$ cat config.mk
export PLATFORM = sky130hd
export DESIGN_NAME = pll_lock_supervisor_flat
export DESIGN_NICKNAME = d
export VERILOG_FILES = /design/src/rtl/pll_lock_supervisor_if.sv /design/src/rtl/pll_lock_supervisor.sv /design/src/flat_wrapper.sv
export SDC_FILE = /design/constraint.sdc
export NUM_CORES = 1
export LEC_CHECK = 0
export ABC_CLOCK_PERIOD_IN_PS = 4800
export CORE_UTILIZATION = 55
export CTS_CLUSTER_DIAMETER = 100
export DETAILED_ROUTE_END_ITERATION = 10
export PLACE_DENSITY = 0.82
export SYNTH_ARGS = -nofsm -noshare
export SYNTH_HDL_FRONTEND = slang
export SYNTH_SLANG_ARGS = --single-unit
$ cat constraint.sdc
create_clock -name clk -period 4.8 [get_ports clk]
set_input_delay 0.96 -clock clk [delete_from_list [all_inputs] [get_ports clk]]
set_output_delay 0.96 -clock clk [all_outputs]
set_load 0.01 [all_outputs]
$ cat src/rtl/pll_lock_supervisor_if.sv
// PLL-side and status signals of the lock supervisor, grouped for port connection.
// master = supervisor side, slave = PLL / status-register side.
interface pll_lock_supervisor_if #(
  parameter int CNT_W = 8
);
  logic             locked;
  logic             pll_rst;
  logic             rst_out_n;
  logic             ready;
  logic [2:0]       state;
  logic [CNT_W-1:0] relock_cnt;
  logic [CNT_W-1:0] timeout_cnt;

  modport master (
    input  locked,
    output pll_rst, rst_out_n, ready, state, relock_cnt, timeout_cnt
  );

  modport slave (
    output locked,
    input  pll_rst, rst_out_n, ready, state, relock_cnt, timeout_cnt
  );
endinterface

$ cat src/rtl/pll_lock_supervisor.sv
// Qualifies the asynchronous PLL lock flag, releases the downstream reset after a stable
// lock, forces a PLL reset on lock timeout and counts lock-loss / timeout events.
module pll_lock_supervisor #(
  parameter int SYNC_STAGES    = 2,
  parameter int STABLE_CYCLES  = 2000,
  parameter int TIMEOUT_CYCLES = 200000,
  parameter int PLLRST_CYCLES  = 64,
  parameter int CNT_W          = 8
) (
  input  logic                  clk,
  input  logic                  rst_n,
  pll_lock_supervisor_if.master bus
);

  localparam int MAX_A  = (STABLE_CYCLES > TIMEOUT_CYCLES) ? STABLE_CYCLES : TIMEOUT_CYCLES;
  localparam int MAX_C  = (MAX_A > PLLRST_CYCLES) ? MAX_A : PLLRST_CYCLES;
  localparam int CNT_B  = $clog2(MAX_C) + 1;

  localparam logic [CNT_B-1:0] LOAD_PLLRST  = CNT_B'(PLLRST_CYCLES - 1);
  localparam logic [CNT_B-1:0] LOAD_TIMEOUT = CNT_B'(TIMEOUT_CYCLES - 1);
  localparam logic [CNT_B-1:0] LOAD_STABLE  = CNT_B'(STABLE_CYCLES - 1);

  typedef enum logic [2:0] {
    S_PLLRST = 3'd0,
    S_WAIT   = 3'd1,
    S_STABLE = 3'd2,
    S_RUN    = 3'd3
  } state_t;

  state_t                 state_reg, state_next;
  logic [CNT_B-1:0]       cnt_reg, cnt_next, cnt_eff;
  logic                   boot_reg;
  logic [SYNC_STAGES-1:0] sync_reg;
  logic                   lk;
  logic                   pll_rst_reg, ready_reg, rst_out_reg;
  logic [CNT_W-1:0]       relock_reg, timeout_reg;
  logic                   relock_inc, timeout_inc;

  // Only place the raw lock flag is sampled.
  always_ff @(posedge clk or negedge rst_n) begin
    if (!rst_n) begin
      sync_reg <= '0;
    end else begin
      sync_reg <= {sync_reg[SYNC_STAGES-2:0], bus.locked};
    end
  end

  assign lk = sync_reg[SYNC_STAGES-1];

  // Reset leaves cnt at 0; the first cycle after reset behaves as a fresh PLLRST entry so the
  // boot pulse is the full width.
  assign cnt_eff = boot_reg ? LOAD_PLLRST : cnt_reg;

  always_comb begin
    state_next  = state_reg;
    cnt_next    = cnt_reg;
    relock_inc  = 1'b0;
    timeout_inc = 1'b0;
    case (state_reg)
      S_PLLRST: begin
        if (cnt_eff == '0) begin
          state_next = S_WAIT;
          cnt_next   = LOAD_TIMEOUT;
        end else begin
          cnt_next = cnt_eff - CNT_B'(1);
        end
      end
      S_WAIT: begin
        if (lk) begin
          state_next = S_STABLE;
          cnt_next   = LOAD_STABLE;
        end else if (cnt_reg == '0) begin
          state_next  = S_PLLRST;
          cnt_next    = LOAD_PLLRST;
          timeout_inc = 1'b1;
        end else begin
          cnt_next = cnt_reg - CNT_B'(1);
        end
      end
      S_STABLE: begin
        if (!lk) begin
          state_next = S_WAIT;
          cnt_next   = LOAD_TIMEOUT;
        end else if (cnt_reg == '0) begin
          state_next = S_RUN;
        end else begin
          cnt_next = cnt_reg - CNT_B'(1);
        end
      end
      S_RUN: begin
        if (!lk) begin
          state_next = S_WAIT;
          cnt_next   = LOAD_TIMEOUT;
          relock_inc = 1'b1;
        end
      end
      default: begin
        state_next = S_PLLRST;
        cnt_next   = LOAD_PLLRST;
      end
    endcase
  end

  always_ff @(posedge clk or negedge rst_n) begin
    if (!rst_n) begin
      state_reg   <= S_PLLRST;
      cnt_reg     <= '0;
      boot_reg    <= 1'b1;
      pll_rst_reg <= 1'b1;
      ready_reg   <= 1'b0;
      rst_out_reg <= 1'b0;
      relock_reg  <= '0;
      timeout_reg <= '0;
    end else begin
      state_reg   <= state_next;
      cnt_reg     <= cnt_next;
      boot_reg    <= 1'b0;
      // Outputs decode the next state so they change on the same edge as the state.
      pll_rst_reg <= (state_next == S_PLLRST);
      ready_reg   <= (state_next == S_RUN);
      rst_out_reg <= (state_next == S_RUN);
      if (relock_inc && (relock_reg != '1)) begin
        relock_reg <= relock_reg + CNT_W'(1);
      end
      if (timeout_inc && (timeout_reg != '1)) begin
        timeout_reg <= timeout_reg + CNT_W'(1);
      end
    end
  end

  assign bus.pll_rst     = pll_rst_reg;
  assign bus.ready       = ready_reg;
  assign bus.rst_out_n   = rst_out_reg;
  assign bus.state       = state_reg;
  assign bus.relock_cnt  = relock_reg;
  assign bus.timeout_cnt = timeout_reg;

endmodule
$ cat src/flat_wrapper.sv
// flat-port wrapper written by rule: the top's interface ports become plain ports
module pll_lock_supervisor_flat 
#(
  parameter int SYNC_STAGES    = 2,
  parameter int STABLE_CYCLES  = 2000,
  parameter int TIMEOUT_CYCLES = 200000,
  parameter int PLLRST_CYCLES  = 64,
  parameter int CNT_W          = 8
)
  (clk, rst_n, bus_locked, bus_pll_rst, bus_rst_out_n, bus_ready, bus_state, bus_relock_cnt, bus_timeout_cnt);
  pll_lock_supervisor_if #(.CNT_W(CNT_W)) bus_i ();
  input  logic clk;
  input  logic rst_n;
  input wire logic [$bits(bus_i.locked)-1:0] bus_locked;
  output wire logic [$bits(bus_i.pll_rst)-1:0] bus_pll_rst;
  output wire logic [$bits(bus_i.rst_out_n)-1:0] bus_rst_out_n;
  output wire logic [$bits(bus_i.ready)-1:0] bus_ready;
  output wire logic [$bits(bus_i.state)-1:0] bus_state;
  output wire logic [$bits(bus_i.relock_cnt)-1:0] bus_relock_cnt;
  output wire logic [$bits(bus_i.timeout_cnt)-1:0] bus_timeout_cnt;
  assign bus_i.locked = bus_locked;
  assign bus_pll_rst = bus_i.pll_rst;
  assign bus_rst_out_n = bus_i.rst_out_n;
  assign bus_ready = bus_i.ready;
  assign bus_state = bus_i.state;
  assign bus_relock_cnt = bus_i.relock_cnt;
  assign bus_timeout_cnt = bus_i.timeout_cnt;
  pll_lock_supervisor #(.SYNC_STAGES(SYNC_STAGES), .STABLE_CYCLES(STABLE_CYCLES), .TIMEOUT_CYCLES(TIMEOUT_CYCLES), .PLLRST_CYCLES(PLLRST_CYCLES), .CNT_W(CNT_W)) u_core (.clk(clk), .rst_n(rst_n), .bus(bus_i));
endmodule
==> results_dict.tcl <==
set metrics [dict create \
    hold_crit_path_type "reg -> reg" \
    post_synth_top_area_share 0.3451 \
    nFillCells 439 \
    wire_per_inst_um 18.46 \
    vdd_drop_max_mv 0.1716 \
    critPathKind "reg -> reg" \
    antenna_found_initial 0 \
    remaining_drc_errors 0 \
    timing_max_transition_violations_final 0 \
    nets 360 \
    tritoncts.num_buffers 5 \
    core_area_sq_um 5172 \
    critPathCaptureType "register" \
    clock_latency_ns 0.30 \
    avgViaCountPerCell 6.742 \
    port_buffers 24 \
    yosysUniqueCellTypes 67 \
    holdBufCountCts 0 \
    detailroute.via_count 2845 \
    finalSetupTns_ns 0 \
    hold_violations 0 \
    simple_gate_share_of_the_synthesized_area 0.2887 \
    ctsResizeCount 0 \
    grt_remaining_overflow 0 \
    synth_compound_gate_area_share 0.2003 \
    synthesis.instances 344 \
    dieWidth_um 75.52 \
    cp_data_arrival_time_ns 3.11 \
    cts-root-to-sink-buffers 2 \
    cts-root-buf "clkbuf_8" \
    start_util 0.5747 \
    layout-drive-gt1-share 0.09375 \
    synth.most_common_cell "dfrtp_1" \
    synth-seq-area-share 0.3628 \
    post-route-min-period_ns 2.916 \
    drt_first_iter_violations 374 \
    synth-adder-area-share 0.02525 \
    synthesis.yosys.warnings 0 \
    seq_area_sq_um 1079 \
    worst_ep_required_time_ns 4.99 \
    first_global_vias 2481 \
    synth_xor_area_frac 0.06481 \
    critical_path_start_type "register" \
    die_height_um 75.52 \
    detail_route.wirelength_um 7791 \
    fmaxAchievable_mhz 342.9 \
    synth-main-ff-cell "dfrtp_1" \
    cts.sink_count 43 \
    timing.final.crit_share 0.6075 \
    cts_post_setup_buffers_inserted 0 \
    cts_tree "yes" \
    dominant_combinational_cell_family_by_area_after_synthesis "simple AND/OR/NAND/NOR gates" \
    worst_slew_pin_slew_ns 0.9530 \
    number_of_flops_mapped_to_enable_cells_by_yosys 0 \
    drt_first_pass_iters 7 \
    gp_congestion 0.9511 \
    postRouteAntennaNets 0 \
    gr-usage-all-layers 0.2894 \
    max_reg_flops 19 \
    rows 26 \
    finalSetupViolCount 0 \
    post_synth_instance_area_sq_um 2973 \
    drv_cap 0 \
    cts_h_tree_lvls 2 \
    design.die.area_sq_um 5703 \
    synthArstFlopShare 1.000 \
    post-synth-top-area-cell "dfrtp_1" \
    status "finished, final reports clean" \
    worst_slew_margin_rel 0.3646 \
    synth_top_cells_by_count "41 x dfrtp_1, 27 x nand2_1, 24 x nor2_1" \
    power_density_nw_per_um2 218.0 \
    postSynthAreaPerCell_sq_um 8.642 \
    postSynthRegisterBits 43 \
    multiInputGateArea_sq_um 1740 \
    floorplan.io_pins 25 \
    rsz_0062_raised_after_global_routing "no" \
    syn_to_final_growth_pct 11.15 \
    dp_hpwl_um 5461 \
    clkTransAtPathRegs_ns 0.09 \
    clock-skew-final_ns 0.005936 \
    total_leakage_power_nw 1.328 \
    synthMuxAreaShare 0.003788 \
    diodes_inserted 0 \
    leading_post_synthesis_cells_by_cell_area "dfrtp_1 35%, xnor2_1 5.9%, nand2_1 3.4%, nor3_1 3.2%, nor4_1 3.2%" \
    path_max_fanout 13 \
    grt_pass1_wl_um 12400 \
    largest_net_degree_at_the_start_of_global_routing 44 \
    final.hold.worst_slack_ns 0.3528 \
]
per-layer routing:
metal,global-route usage,wire (um),vias to the layer above
met5,0,0,-
met2,0.4405,3466,165
met1,0.4140,3394,1357
met4,0.1091,221,0
met3,0.04762,709,27
li1,-,-,1296
worst paths after layout:
kind	from	endpoint	slack, ns	cells after the start
setup reg to reg	u_core.cnt_reg[6]	u_core.bus.timeout_cnt[1]	1.88	5
hold reg to reg	u_core.sync_reg[0]	u_core.sync_reg[1]	0.35	0
min in group asynchronous	rst_n	u_core.bus.relock_cnt[4]	0.80	1
hold / removal	u_core.sync_reg[0]	u_core.sync_reg[1]	0.35	0
max in group asynchronous	rst_n	u_core.cnt_reg[4]	3.42	1
setup / recovery	u_core.cnt_reg[6]	u_core.bus.timeout_cnt[1]	1.88	5
metrics by stage:
stage	area, sq um	setup WS, ns	cells	total power [mW]	util
3_3_place_gp	3183	1.958	414	0.4186	0.6154
4_1_cts	3304	1.900	422	0.7261	0.6388
2_1_floorplan	2977	2.190	345	0.4024	-
6_report	3304	1.884	422	0.7203	0.6388
3_5_place_dp	3183	1.933	414	0.4196	0.6154
5_1_grt	3304	1.799	422	0.7410	0.6388
final cells by class:
cell class | count | area share
clock buffer | 6 | 0.02499
clock inverter | 2 | 0.01174
inverter | 7 | 0.007952
multi-input combinational | 268 | 0.5267
sequential | 43 | 0.3264
tap | 70 | 0.02651
timing repair buffer | 26 | 0.07573
cells by family after synthesis:
logic type                 after synthesis
AOI/OAI and AO/OA                       81
xor gates and xnor gates                22
adders and majority gates                6
buffers and inverters                   34
DFF                                     43
muxes                                    1
other                                    1
and+or+nand+nor                        156
power by group:
part           switching, mW  internal (mW)
clock                  0.136          0.171
sequential            0.0112          0.366
combinational         0.0227         0.0127
cells in the final DEF, fill, tap and decap left out, drive strengths merged, types with 5 or more instances in the layout:
cell type      instances
dfrtp                 41
nand2                 27
nor2                  25
clkdlybuf4s50         23
xnor2                 20
nor3                  20
a21oi                 18
nor4                  16
o21ai                 14
nand3                 12
nand4                 11
or4                    9
inv                    8
or3                    8
nor2b                  7
nand2b                 6
ha                     6
clkbuf                 6
o22ai                  5
and3                   5
worst max-delay path: stages, from the launching register on:
cell	delay (ns)
dfrtp_1	0.49
or4_4	0.65
or4_4	0.68
nor2_4	0.25
and3_1	0.36
mux2_2	0.37
(Power assumes the default switching activity.)
